==> config.mk <==
export PLATFORM = sky130hd
export DESIGN_NAME = jedro_1_run_ctrl_flat
export DESIGN_NICKNAME = d
export VERILOG_FILES = /design/src/rtl/jedro_1_run_ctrl_if.sv /design/src/rtl/jedro_1_run_ctrl.sv /design/src/flat_wrapper.sv
export SDC_FILE = /design/constraint.sdc
export NUM_CORES = 1
export LEC_CHECK = 0
export ABC_AREA = 1
export BUFFER_PORTS_ARGS = -buffer_cell sky130_fd_sc_hd__buf_2
export CORE_MARGIN = 2
export CORE_UTILIZATION = 40
export DETAILED_ROUTE_END_ITERATION = 10
export GPL_TIMING_DRIVEN = 0
export HOLD_SLACK_MARGIN = 0.08
export PLACE_DENSITY = 0.73
export SYNTH_ARGS = -nofsm -noshare
export SYNTH_HDL_FRONTEND = slang
export SYNTH_SLANG_ARGS = --single-unit
==> constraint.sdc <==
create_clock -name clk_i -period 1.95 [get_ports clk_i]
set_input_delay 0.0975 -clock clk_i [delete_from_list [all_inputs] [get_ports clk_i]]
set_output_delay 0.0975 -clock clk_i [all_outputs]
set_load 0.1 [all_outputs]
==> src/rtl/jedro_1_run_ctrl_if.sv <==
// Run-controller bus: start/halt control, core reset, check vectors, RF read port, results.
// Instantiate with the same DATA_WIDTH/NUM_CHECKS/MAX_CYCLES as the controller.
interface jedro_1_run_ctrl_if #(
  parameter int DATA_WIDTH = 32,
  parameter int NUM_CHECKS = 4,
  parameter int MAX_CYCLES = 64
);
  localparam int IDX_W = (NUM_CHECKS > 1) ? $clog2(NUM_CHECKS) : 1;
  localparam int CNT_W = $clog2(MAX_CYCLES + 1);

  logic                             start_i;
  logic                             halt_i;
  logic                             core_rstn_o;
  logic [NUM_CHECKS*5-1:0]          exp_addr_i;
  logic [NUM_CHECKS*DATA_WIDTH-1:0] exp_data_i;
  logic [NUM_CHECKS-1:0]            check_en_i;
  logic [4:0]                       rf_addr_o;
  logic [DATA_WIDTH-1:0]            rf_data_i;
  logic                             done_o;
  logic                             pass_o;
  logic                             timeout_o;
  logic                             fail_o;
  logic [IDX_W-1:0]                 fail_idx_o;
  logic [DATA_WIDTH-1:0]            fail_data_o;
  logic [CNT_W-1:0]                 cycle_cnt_o;

  modport master (
    output start_i, halt_i, exp_addr_i, exp_data_i, check_en_i, rf_data_i,
    input  core_rstn_o, rf_addr_o, done_o, pass_o, timeout_o, fail_o,
           fail_idx_o, fail_data_o, cycle_cnt_o
  );

  modport slave (
    input  start_i, halt_i, exp_addr_i, exp_data_i, check_en_i, rf_data_i,
    output core_rstn_o, rf_addr_o, done_o, pass_o, timeout_o, fail_o,
           fail_idx_o, fail_data_o, cycle_cnt_o
  );
endinterface

==> src/rtl/jedro_1_run_ctrl.sv <==
// Test-run controller: resets the core, runs it until halt/timeout, drains, then checks registers.
// Optional macro JEDRO_1_RUN_CTRL_STOP_ON_FAIL_EN ends the check scan at the first mismatch.
module jedro_1_run_ctrl_chk #(
  parameter int DATA_WIDTH = 32
) (
  input  logic                  i_en,
  input  logic [DATA_WIDTH-1:0] i_exp,
  input  logic [DATA_WIDTH-1:0] i_rf,
  output logic                  o_mis
);
  assign o_mis = i_en && (i_rf != i_exp);
endmodule

module jedro_1_run_ctrl #(
  parameter int DATA_WIDTH   = 32,
  parameter int NUM_CHECKS   = 4,
  parameter int RESET_CYCLES = 3,
  parameter int MAX_CYCLES   = 64,
  parameter int DRAIN_CYCLES = 3
) (
  input  logic              clk_i,
  input  logic              rstn_i,
  jedro_1_run_ctrl_if.slave bus
);
  localparam int IDX_W    = (NUM_CHECKS > 1) ? $clog2(NUM_CHECKS) : 1;
  localparam int CNT_W    = $clog2(MAX_CYCLES + 1);
  localparam int STEP_MAX = (RESET_CYCLES > DRAIN_CYCLES) ? RESET_CYCLES : DRAIN_CYCLES;
  localparam int STEP_W   = $clog2(STEP_MAX + 1);

  localparam logic [STEP_W-1:0] HOLD_LAST  = STEP_W'(RESET_CYCLES - 1);
  localparam logic [STEP_W-1:0] DRAIN_LAST = STEP_W'(DRAIN_CYCLES - 1);
  localparam logic [IDX_W-1:0]  CHK_LAST   = IDX_W'(NUM_CHECKS - 1);
  localparam logic [CNT_W-1:0]  CNT_MAX    = CNT_W'(MAX_CYCLES);

  typedef enum logic [2:0] {
    S_IDLE, S_HOLD, S_RUN, S_DRAIN, S_CHECK, S_DONE
  } state_t;

  state_t                     r_state, w_next;
  logic   [STEP_W-1:0]        r_step;
  logic   [IDX_W-1:0]         r_chk;
  logic   [CNT_W-1:0]         r_cnt;
  logic                       r_core_rstn;
  logic                       r_timeout;
  logic                       r_fail;
  logic   [IDX_W-1:0]         r_fail_idx;
  logic   [DATA_WIDTH-1:0]    r_fail_data;

  logic                        w_start;
  logic                        w_done;
  logic   [4:0]                w_rf_addr;
  logic   [NUM_CHECKS-1:0]     w_mis;
  logic                        w_cur_mis;
  logic [NUM_CHECKS-1:0][4:0]  w_addr;

  assign w_addr = bus.exp_addr_i;

  // Every channel compares against the shared read port; only the one being scanned is used.
  for (genvar g = 0; g < NUM_CHECKS; g++) begin : g_chk
    jedro_1_run_ctrl_chk #(.DATA_WIDTH(DATA_WIDTH)) u_chk (
      .i_en  (bus.check_en_i[g]),
      .i_exp (bus.exp_data_i[g*DATA_WIDTH +: DATA_WIDTH]),
      .i_rf  (bus.rf_data_i),
      .o_mis (w_mis[g])
    );
  end

  assign w_cur_mis = w_mis[r_chk];

  always_ff @(posedge clk_i or negedge rstn_i) begin
    if (!rstn_i) r_state <= S_IDLE;
    else         r_state <= w_next;
  end

  always_comb begin
    w_next    = r_state;
    w_start   = 1'b0;
    w_done    = 1'b0;
    w_rf_addr = 5'd0;
    case (r_state)
      S_IDLE: if (bus.start_i) begin
        w_next  = S_HOLD;
        w_start = 1'b1;
      end
      S_HOLD:  if (r_step == HOLD_LAST) w_next = S_RUN;
      S_RUN:   if (bus.halt_i || r_cnt == CNT_MAX) w_next = S_DRAIN;
      S_DRAIN: if (r_step == DRAIN_LAST) w_next = S_CHECK;
      S_CHECK: begin
        w_rf_addr = w_addr[r_chk];
        if (r_chk == CHK_LAST) w_next = S_DONE;
`ifdef JEDRO_1_RUN_CTRL_STOP_ON_FAIL_EN
        if (w_cur_mis) w_next = S_DONE;
`endif
      end
      S_DONE: begin
        w_done = 1'b1;
        if (bus.start_i) begin
          w_next  = S_HOLD;
          w_start = 1'b1;
        end
      end
      default: w_next = S_IDLE;
    endcase
  end

  always_ff @(posedge clk_i or negedge rstn_i) begin
    if (!rstn_i) begin
      r_step      <= '0;
      r_chk       <= '0;
      r_cnt       <= '0;
      r_core_rstn <= 1'b0;
      r_timeout   <= 1'b0;
      r_fail      <= 1'b0;
      r_fail_idx  <= '0;
      r_fail_data <= '0;
    end else begin
      // Core leaves reset on the same edge the FSM enters RUN.
      r_core_rstn <= (w_next == S_RUN) || (w_next == S_DRAIN) ||
                     (w_next == S_CHECK) || (w_next == S_DONE);
      r_step      <= (r_state == w_next) ? r_step + 1'b1 : '0;
      r_chk       <= (r_state == S_CHECK) ? r_chk + 1'b1 : '0;

      if (w_start) begin
        r_cnt       <= '0;
        r_timeout   <= 1'b0;
        r_fail      <= 1'b0;
        r_fail_idx  <= '0;
        r_fail_data <= '0;
      end

      // Halt takes priority over timeout when both land on the same cycle.
      if (r_state == S_RUN && !bus.halt_i) begin
        if (r_cnt == CNT_MAX) r_timeout <= 1'b1;
        else                  r_cnt     <= r_cnt + 1'b1;
      end

      if (r_state == S_CHECK && w_cur_mis && !r_fail) begin
        r_fail      <= 1'b1;
        r_fail_idx  <= r_chk;
        r_fail_data <= bus.rf_data_i;
      end
    end
  end

  assign bus.core_rstn_o = r_core_rstn;
  assign bus.rf_addr_o   = w_rf_addr;
  assign bus.done_o      = w_done;
  assign bus.pass_o      = w_done && !r_fail && !r_timeout;
  assign bus.timeout_o   = r_timeout;
  assign bus.fail_o      = r_fail;
  assign bus.fail_idx_o  = r_fail_idx;
  assign bus.fail_data_o = r_fail_data;
  assign bus.cycle_cnt_o = r_cnt;
endmodule
==> src/flat_wrapper.sv <==
// flat-port wrapper written by rule: the top's interface ports become plain ports
module jedro_1_run_ctrl_flat 
#(
  parameter int DATA_WIDTH   = 32,
  parameter int NUM_CHECKS   = 4,
  parameter int RESET_CYCLES = 3,
  parameter int MAX_CYCLES   = 64,
  parameter int DRAIN_CYCLES = 3
)
  (clk_i, rstn_i, bus_start_i, bus_halt_i, bus_exp_addr_i, bus_exp_data_i, bus_check_en_i, bus_rf_data_i, bus_core_rstn_o, bus_rf_addr_o, bus_done_o, bus_pass_o, bus_timeout_o, bus_fail_o, bus_fail_idx_o, bus_fail_data_o, bus_cycle_cnt_o);
  jedro_1_run_ctrl_if #(.DATA_WIDTH(DATA_WIDTH), .NUM_CHECKS(NUM_CHECKS), .MAX_CYCLES(MAX_CYCLES)) bus_i ();
  input  logic clk_i;
  input  logic rstn_i;
  input wire logic [$bits(bus_i.start_i)-1:0] bus_start_i;
  input wire logic [$bits(bus_i.halt_i)-1:0] bus_halt_i;
  input wire logic [$bits(bus_i.exp_addr_i)-1:0] bus_exp_addr_i;
  input wire logic [$bits(bus_i.exp_data_i)-1:0] bus_exp_data_i;
  input wire logic [$bits(bus_i.check_en_i)-1:0] bus_check_en_i;
  input wire logic [$bits(bus_i.rf_data_i)-1:0] bus_rf_data_i;
  output wire logic [$bits(bus_i.core_rstn_o)-1:0] bus_core_rstn_o;
  output wire logic [$bits(bus_i.rf_addr_o)-1:0] bus_rf_addr_o;
  output wire logic [$bits(bus_i.done_o)-1:0] bus_done_o;
  output wire logic [$bits(bus_i.pass_o)-1:0] bus_pass_o;
  output wire logic [$bits(bus_i.timeout_o)-1:0] bus_timeout_o;
  output wire logic [$bits(bus_i.fail_o)-1:0] bus_fail_o;
  output wire logic [$bits(bus_i.fail_idx_o)-1:0] bus_fail_idx_o;
  output wire logic [$bits(bus_i.fail_data_o)-1:0] bus_fail_data_o;
  output wire logic [$bits(bus_i.cycle_cnt_o)-1:0] bus_cycle_cnt_o;
  assign bus_i.start_i = bus_start_i;
  assign bus_i.halt_i = bus_halt_i;
  assign bus_i.exp_addr_i = bus_exp_addr_i;
  assign bus_i.exp_data_i = bus_exp_data_i;
  assign bus_i.check_en_i = bus_check_en_i;
  assign bus_i.rf_data_i = bus_rf_data_i;
  assign bus_core_rstn_o = bus_i.core_rstn_o;
  assign bus_rf_addr_o = bus_i.rf_addr_o;
  assign bus_done_o = bus_i.done_o;
  assign bus_pass_o = bus_i.pass_o;
  assign bus_timeout_o = bus_i.timeout_o;
  assign bus_fail_o = bus_i.fail_o;
  assign bus_fail_idx_o = bus_i.fail_idx_o;
  assign bus_fail_data_o = bus_i.fail_data_o;
  assign bus_cycle_cnt_o = bus_i.cycle_cnt_o;
  jedro_1_run_ctrl #(.DATA_WIDTH(DATA_WIDTH), .NUM_CHECKS(NUM_CHECKS), .RESET_CYCLES(RESET_CYCLES), .MAX_CYCLES(MAX_CYCLES), .DRAIN_CYCLES(DRAIN_CYCLES)) u_core (.clk_i(clk_i), .rstn_i(rstn_i), .bus(bus_i));
endmodule
==> impl_results.md, run 1 <==
* Status: completed
* Max Buffers Root-to-Sink at 2
* Die height at 113.7 um
* Final worst path period share at 91.80%
* Hold Crit Class: in -> async
* Initial Util at 40.55%
* Main flop type after synthesis: dfrtp_1
* Post-synth top area cell: dfrtp_1
* Io pins at 239
* Clock period minus worst slack at 1790 ps
* Vias/cell at 4.631
* Critical-path maximum fanout at 5
* DR WL/cell at 14.69 um
* Startpoint Class: register
* Post-Layout Cell Count at 1,019
* CTS tree: done
* Reg2reg start: u_core.r_state[0]
* Cell Area, Synth at 4810 um^2
* Number of synthesized flops with an enable pin at 0
* IO Port Bufs at 206
* DRC violations left at 0
* Proportion of layout cells with a drive suffix above 1 at 40.37%
* Sequential area share after synthesis at 26.53%
* Top-count cell post-synth: nand2_1
* Power Internal at 2.736 mW
* Yosys warns at 0
* Comb power frac at 54.7%
* Flops & latches, synth at 51
* Max-slew violation count at 0
* Worst slew pin tran at 1152 ps
* First-pass GRT wire length at 22.82 mm
* Power Dens Cells at 824.8 nW/um^2
* Worst setup path startpoint: u_core.r_state[0]
* Core Util, Final at 55.56%
* Synth top area share at 26.53%
* LEAKAGE at 3.366 nW
* Largest net degree at the start of global routing at 52
* Worst slew margin at 23.20%
* Worst Skew at 6.956 ps
* Synth unique cells at 30
* Post-DP HPWL at 12.17 mm
* Req. time, crit path at 2130 ps
* Clk network pwr share at 19.1%
* Clock Pin Slew Worst Setup and Hold Paths at 70 ps
* Worst Path Class, Setup: reg -> reg
* Post-layout worst setup margin at 160.0 ps
* Sw Ratio at 49.66%
* CP Capture Type: register
* Setup TNS at 0 ps
* Hold Fails Final Rpt at 0
* Routed wire length at 14.97 mm
* Routed Antenna Nets at 0
* Vias in the first global route at 4,509
* # rows at 40
* Clock Sinks at 51
* Drt pass-1 iters at 4
* Final nets at 1,063
* Total number of vias at 4,719
* Core area at 11,860 um^2
* Reg power frac at 26.1%
* Root buffer cell: clkbuf_16
* Htree depth at 2
* Setup repair after global routing missed its margin: false
* Fmax at 0.5587 GHz
* Total grt overflow at 0
* DIE WIDTH at 113.7 um
* CP arrival at 1970 ps
* Synth Instances at 643
* Mapped Avg Cell Area at 7.480 um^2
* Initial drt markers at 242
* Top post-synthesis cells by area: dfrtp_1, xnor2_1, nand2_1
* Clock latency on the worst-skew pair at 290 ps
* P&R area growth vs syn at 37.02%
* Placer Congestion at 0.8719
* Max Cap Viol at 0
* Syn_nets at 835
* Dpl cells at 996
* Area of the die at 12,920 um^2
* Diodes inserted at 0
* Sw Pwr at 2.699 mW
* Antenna violations before repair at 0
* Final setup viols at 0
* Ys async rst share at 100.0%
* Fin Hold WS at 24.26 ps
* Inserted Clock Buffers at 5
* Worst vdd ir at 0.3456 mV
* Placed Area at 6100 um^2
* Most frequent cells after synthesis: nand2_1, xnor2_1, nor2_1, dfrtp_1, nand3_1
* Dpl ws at -81.07 ps
* Total power at 5.435 mW
* GRT Total Usage at 22.66%
* Cell area after layout at 6590 um^2
[per-layer routing]
layer / part of all wire [%] / track usage, % / routed length (um) / vias up
met2: 50 / 39.96 / 7447 / 145
li1: - / - / - / 2421
met3: 5.4 / 3.613 / 801 / 14
met1: 43 / 29.10 / 6447 / 2139
met4: 1.8 / 5.610 / 274 / 0
met5: 0 / 0 / 0 / -
[state kept, by name, summed over array words and instances (netlist names), 2 cells and up]
| signal | count |
|---|---|
| u_core.r_step | 2 |
| u_core.r_chk | 2 |
| u_core.bus.fail_idx_o | 2 |
| u_core.bus.fail_data_o | 32 |
| u_core.bus.cycle_cnt_o | 7 |
| u_core.r_state | 3 |
[area by class of cell]
class                           instances  area (um^2)
Clock buffer                            6        138.9
Timing Repair Buffer                  222         1272
Multi-Input combinational cell        489         2938
Inverter                               55        211.5
Tap cell                              147        183.9
Fill cell                            1150         5271
Clock inverter                          2        38.79
Sequential cell                        51         1285
Buffer                                 47        521.8
[critical path: stages (launching register included)]
cell	delay, ps
dfrtp_1	430
nor2_1	160
inv_1	50
nor2_1	130
inv_1	100
nor2_2	190
inv_1	120
nor4_2	260
and3_1	210
a21oi_1	40
[kinds of logic after synthesis]
| group | after synthesis | share of synthesized area [%] |
|---|---|---|
| buffers and inverters | 103 | 15.14 |
| adders and majority gates | 4 | 1.041 |
| xor gates and xnor gates | 115 | 20.94 |
| and+or+nand+nor | 337 | 32.70 |
| AOI/OAI and AO/OA | 33 | 3.642 |
| DFF | 51 | 26.53 |
[power by group through the flow]
| stage | Sequential [mW] | Clock, mW | Combinational [mW] |
|---|---|---|---|
| after floorplan | 2.54 | 0 | 1.16 |
| after detailed placement | 1.43 | 0 | 2.92 |
| after global routing | 1.45 | 1.11 | 3.18 |
| final | 1.42 | 1.04 | 2.97 |
| after CTS | 1.42 | 1.06 | 2.95 |
| after global placement | 1.42 | 0 | 2.90 |
[cells in the final DEF (no fill, tap or decap), types with 3 or more instances in the layout]
| cell type | count |
|---|---|
| ha_1 | 4 |
| clkbuf_16 | 8 |
| nand3_2 | 30 |
| xnor2_1 | 110 |
| xnor2_2 | 5 |
| dfrtp_1 | 44 |
| nor2_2 | 8 |
| buf_2 | 206 |
| a21oi_1 | 6 |
| buf_6 | 40 |
| nand2_1 | 167 |
| clkbuf_8 | 3 |
| dfrtp_2 | 7 |
| o21ai_0 | 18 |
| inv_1 | 38 |
| buf_4 | 5 |
| nand3_1 | 42 |
| dlygate4sd3_1 | 6 |
| nand2_2 | 5 |
| nor2_1 | 72 |
| inv_2 | 15 |
| buf_12 | 4 |
| a21oi_4 | 5 |
[path summary, 6_finish.rpt]
kind	cells after the start	slack (ps)	to
max in group asynchronous	1	1130	u_core.r_chk[0]
min in group clk_i	3	80	u_core.bus.fail_data_o[3]
min	1	20	u_core.bus.fail_data_o[20]
max reg2reg	9	160	u_core.bus.cycle_cnt_o[6]
min reg2reg	1	440	u_core.r_step[0]
max	9	160	u_core.bus.cycle_cnt_o[6]
[what timing repair did]
item,in CTS,in global routing
pin swaps,0,18
setup buffers,0,5
setup endpoints to repair,5,40
cloned,0,3
hold buffers,8,0
endpoints found under the hold margin,8,0
gates resized for setup,12,21
(Power assumes the default switching activity.)
==> run 2: changes to the inputs <==
CORE_ASPECT_RATIO = 1.75   (was default)
==> run 2 against run 1 <==
Total power shrank 0.21%. Routed wire length increased by 3.8%. Die area increased by 0.27%. Clock-buffer cell count is 1 higher. Sequential power barely moved. Core utilization up 0.69 points. Critical endpoint is now bus_rf_addr_o[4]. Largest cell class unchanged.
==> impl_results.md, run 2 (synthesized netlist as in run 1, its figures left out) <==
* Fmax at 0.5469 GHz (-2.1%)
* IO Port Bufs at 206 (unchanged)
* Fin Hold WS at 67.85 ps (+43.58 ps)
* Clock latency on the worst-skew pair at 290 ps (about the same)
* Inserted Clock Buffers at 5 (unchanged)
* Root buffer cell: clkbuf_16
* Placer Congestion at 0.8868 (+1.7%)
* Met3 Track Usage GR at 2.324% (-1.3 points)
* Worst slew pin tran at 1159 ps (+6.789 ps)
* GRT Max-Usage Layer: met2
* Worst Skew at 7.335 ps (+0.3792 ps)
* Total number of vias at 4,824 (+2.2%)
* Reg power frac at 26.3% (+0.2 points)
* Clock Sinks at 51 (unchanged)
* Final worst path period share at 93.77% (+2.0 points)
* Dpl ws at -105.9 ps (-24.84 ps)
* GR Util met2 at 45.31% (+5.3 points)
* Comb power frac at 55.6% (+0.9 points)
* Sw Ratio at 49.95% (+0.29 points)
* P&R area growth vs syn at 38.81%
* Routed Antenna Nets at 0 (unchanged)
* Power Internal at 2.715 mW (-0.78%)
* Clock period minus worst slack at 1829 ps (+38.52 ps)
* Commonest non-fill, non-tap cell in the layout: buf_2
* Max-slew violation count at 0 (unchanged)
* Vias/cell at 4.753 (+2.6%)
* Worst slew margin at 22.75% (-0.45 points)
* CP arrival at 1730 ps (-240 ps)
* Hold Fails Final Rpt at 0 (unchanged)
* Critical-path maximum fanout at 8 (+3)
* CP Capture Type: primary output
* Max FFs per register at 32 (unchanged)
* Routed wire length at 15.54 mm (+3.8%)
* Total grt overflow at 0 (unchanged)
* Post-layout worst setup margin at 121.5 ps (-38.52 ps)
* Vias in the first global route at 4,617 (+2.4%)
* Post-DP HPWL at 12.84 mm (+5.5%)
* Hold Crit Class: in -> reg
* Most frequent cells in the layout: buf_2, nand2_1, xnor2_1, nor2_1, dfrtp_1
* Clk network pwr share at 18.1% (-1.0 points)
* Startpoint Class: register
* Max Buffers Root-to-Sink at 2 (unchanged)
* # rows at 53 (+33%)
* Initial drt markers at 206 (-15%)
* Final setup viols at 0 (unchanged)
* Power Dens Cells at 812.4 nW/um^2 (-1.5%)
* DIE WIDTH at 86.89 um (-24%)
* CTS tree: done
* Io pins at 239 (unchanged)
* DRC violations left at 0 (unchanged)
* Req. time, crit path at 1850 ps (-280 ps)
* Core area at 11,870 um^2 (about the same)
* First-pass GRT wire length at 23.36 mm (+2.4%)
* LEAKAGE at 3.434 nW (+2.0%)
* GRT Total Usage at 23.69% (+1.0 points)
* Worst Path Class, Setup: reg -> out
* Die height at 149.1 um (+31%)
* Met1 GRT Util at 25.78% (-3.3 points)
* DR WL/cell at 15.31 um (+4.2%)
* Area of the die at 12,950 um^2 (+0.27%)
* Largest net degree at the start of global routing at 52 (unchanged)
* Htree depth at 2 (unchanged)
* Antenna violations before repair at 0 (unchanged)
* Diodes inserted at 0 (unchanged)
* Final nets at 1,069 (+0.56%)
* Total power at 5.424 mW (-0.21%)
* Initial Util at 40.52% (about the same)
* Clock Pin Slew Worst Setup and Hold Paths at 70 ps (about the same)
* Setup repair after global routing missed its margin: true
* Sw Pwr at 2.709 mW (+0.37%)
* Proportion of layout cells with a drive suffix above 1 at 41.00% (+0.64 points)
* Core Util, Final at 56.25% (+0.69 points)
* Status: completed
* Max Cap Viol at 0 (unchanged)
* Worst vdd ir at 0.4111 mV (+19%)
* Drt pass-1 iters at 6 (+2)
==> run 2: layout make-up <==
type | count | area [um^2]
Fill cell | 1104 | 5194
Multi-Input combinational cell | 489 | 3020
Timing Repair Buffer | 228 | 1296
Sequential cell | 51 | 1285
Buffer | 47 | 526.8
Inverter | 55 | 214.0
Tap cell | 137 | 171.4
Clock buffer | 7 | 132.6
Clock inverter | 1 | 30.03
==> run 2: what timing repair did <==
item,CTS,global route
resized for setup,8,45
pin swaps,0,34
cloned,0,2
buffers inserted,0,6
setup endpoints to repair,35,42
hold buffers,13,1
endpoints found under the hold margin,26,1
==> run 2: path summary, 6_finish.rpt <==
path,slack (ps),cells past startpoint,from,endpoint
max in group asynchronous,570,2,rstn_i,u_core.r_chk[0]
min in group asynchronous,570,2,rstn_i,u_core.bus.fail_data_o[20]
setup / recovery,120,7,u_core.r_state[2],bus_rf_addr_o[4]
hold / removal,70,3,bus_rf_data_i[20],u_core.bus.fail_data_o[20]
setup reg to reg,120,10,u_core.r_state[2],u_core.bus.fail_data_o[23]
hold reg to reg,420,1,u_core.r_step[0],u_core.r_step[0]
==> run 2: per-stage QoR <==
step	area [um^2]	TNS, ps	cells
finish	6676	0	1015
global route	6676	-38.28	1015
CTS	6391	0	1006
detailed placement	6087	-451.0	986
global placement	6087	-451.2	986
floorplan	4885	0	643
==> run 2: power by group through the flow <==
stage | Combinational [mW] | Sequential (mW) | Clock [mW]
2_1_floorplan | 1.16 | 2.54 | 0
3_3_place_gp | 2.90 | 1.43 | 0
4_1_cts | 2.96 | 1.42 | 0.994
3_5_place_dp | 2.93 | 1.44 | 0
6_report | 3.02 | 1.43 | 0.980
5_1_grt | 3.22 | 1.46 | 1.03
==> run 2: critical path, stage by stage, from the launching register on <==
cell and delay (ps):
dfrtp_1 410, inv_2 50, nor2_2 130, inv_1 60, nor2_1 240, inv_4 150, a21oi_4 150, buf_6 240
==> run 2: routing by layer <==
metal	share of wire [%]	wire length [um]	vias up
met5	0	0	-
met4	3.0	462	0
met3	4.6	711	28
met2	56	8730	183
met1	36	5637	2171
li1	-	-	2442
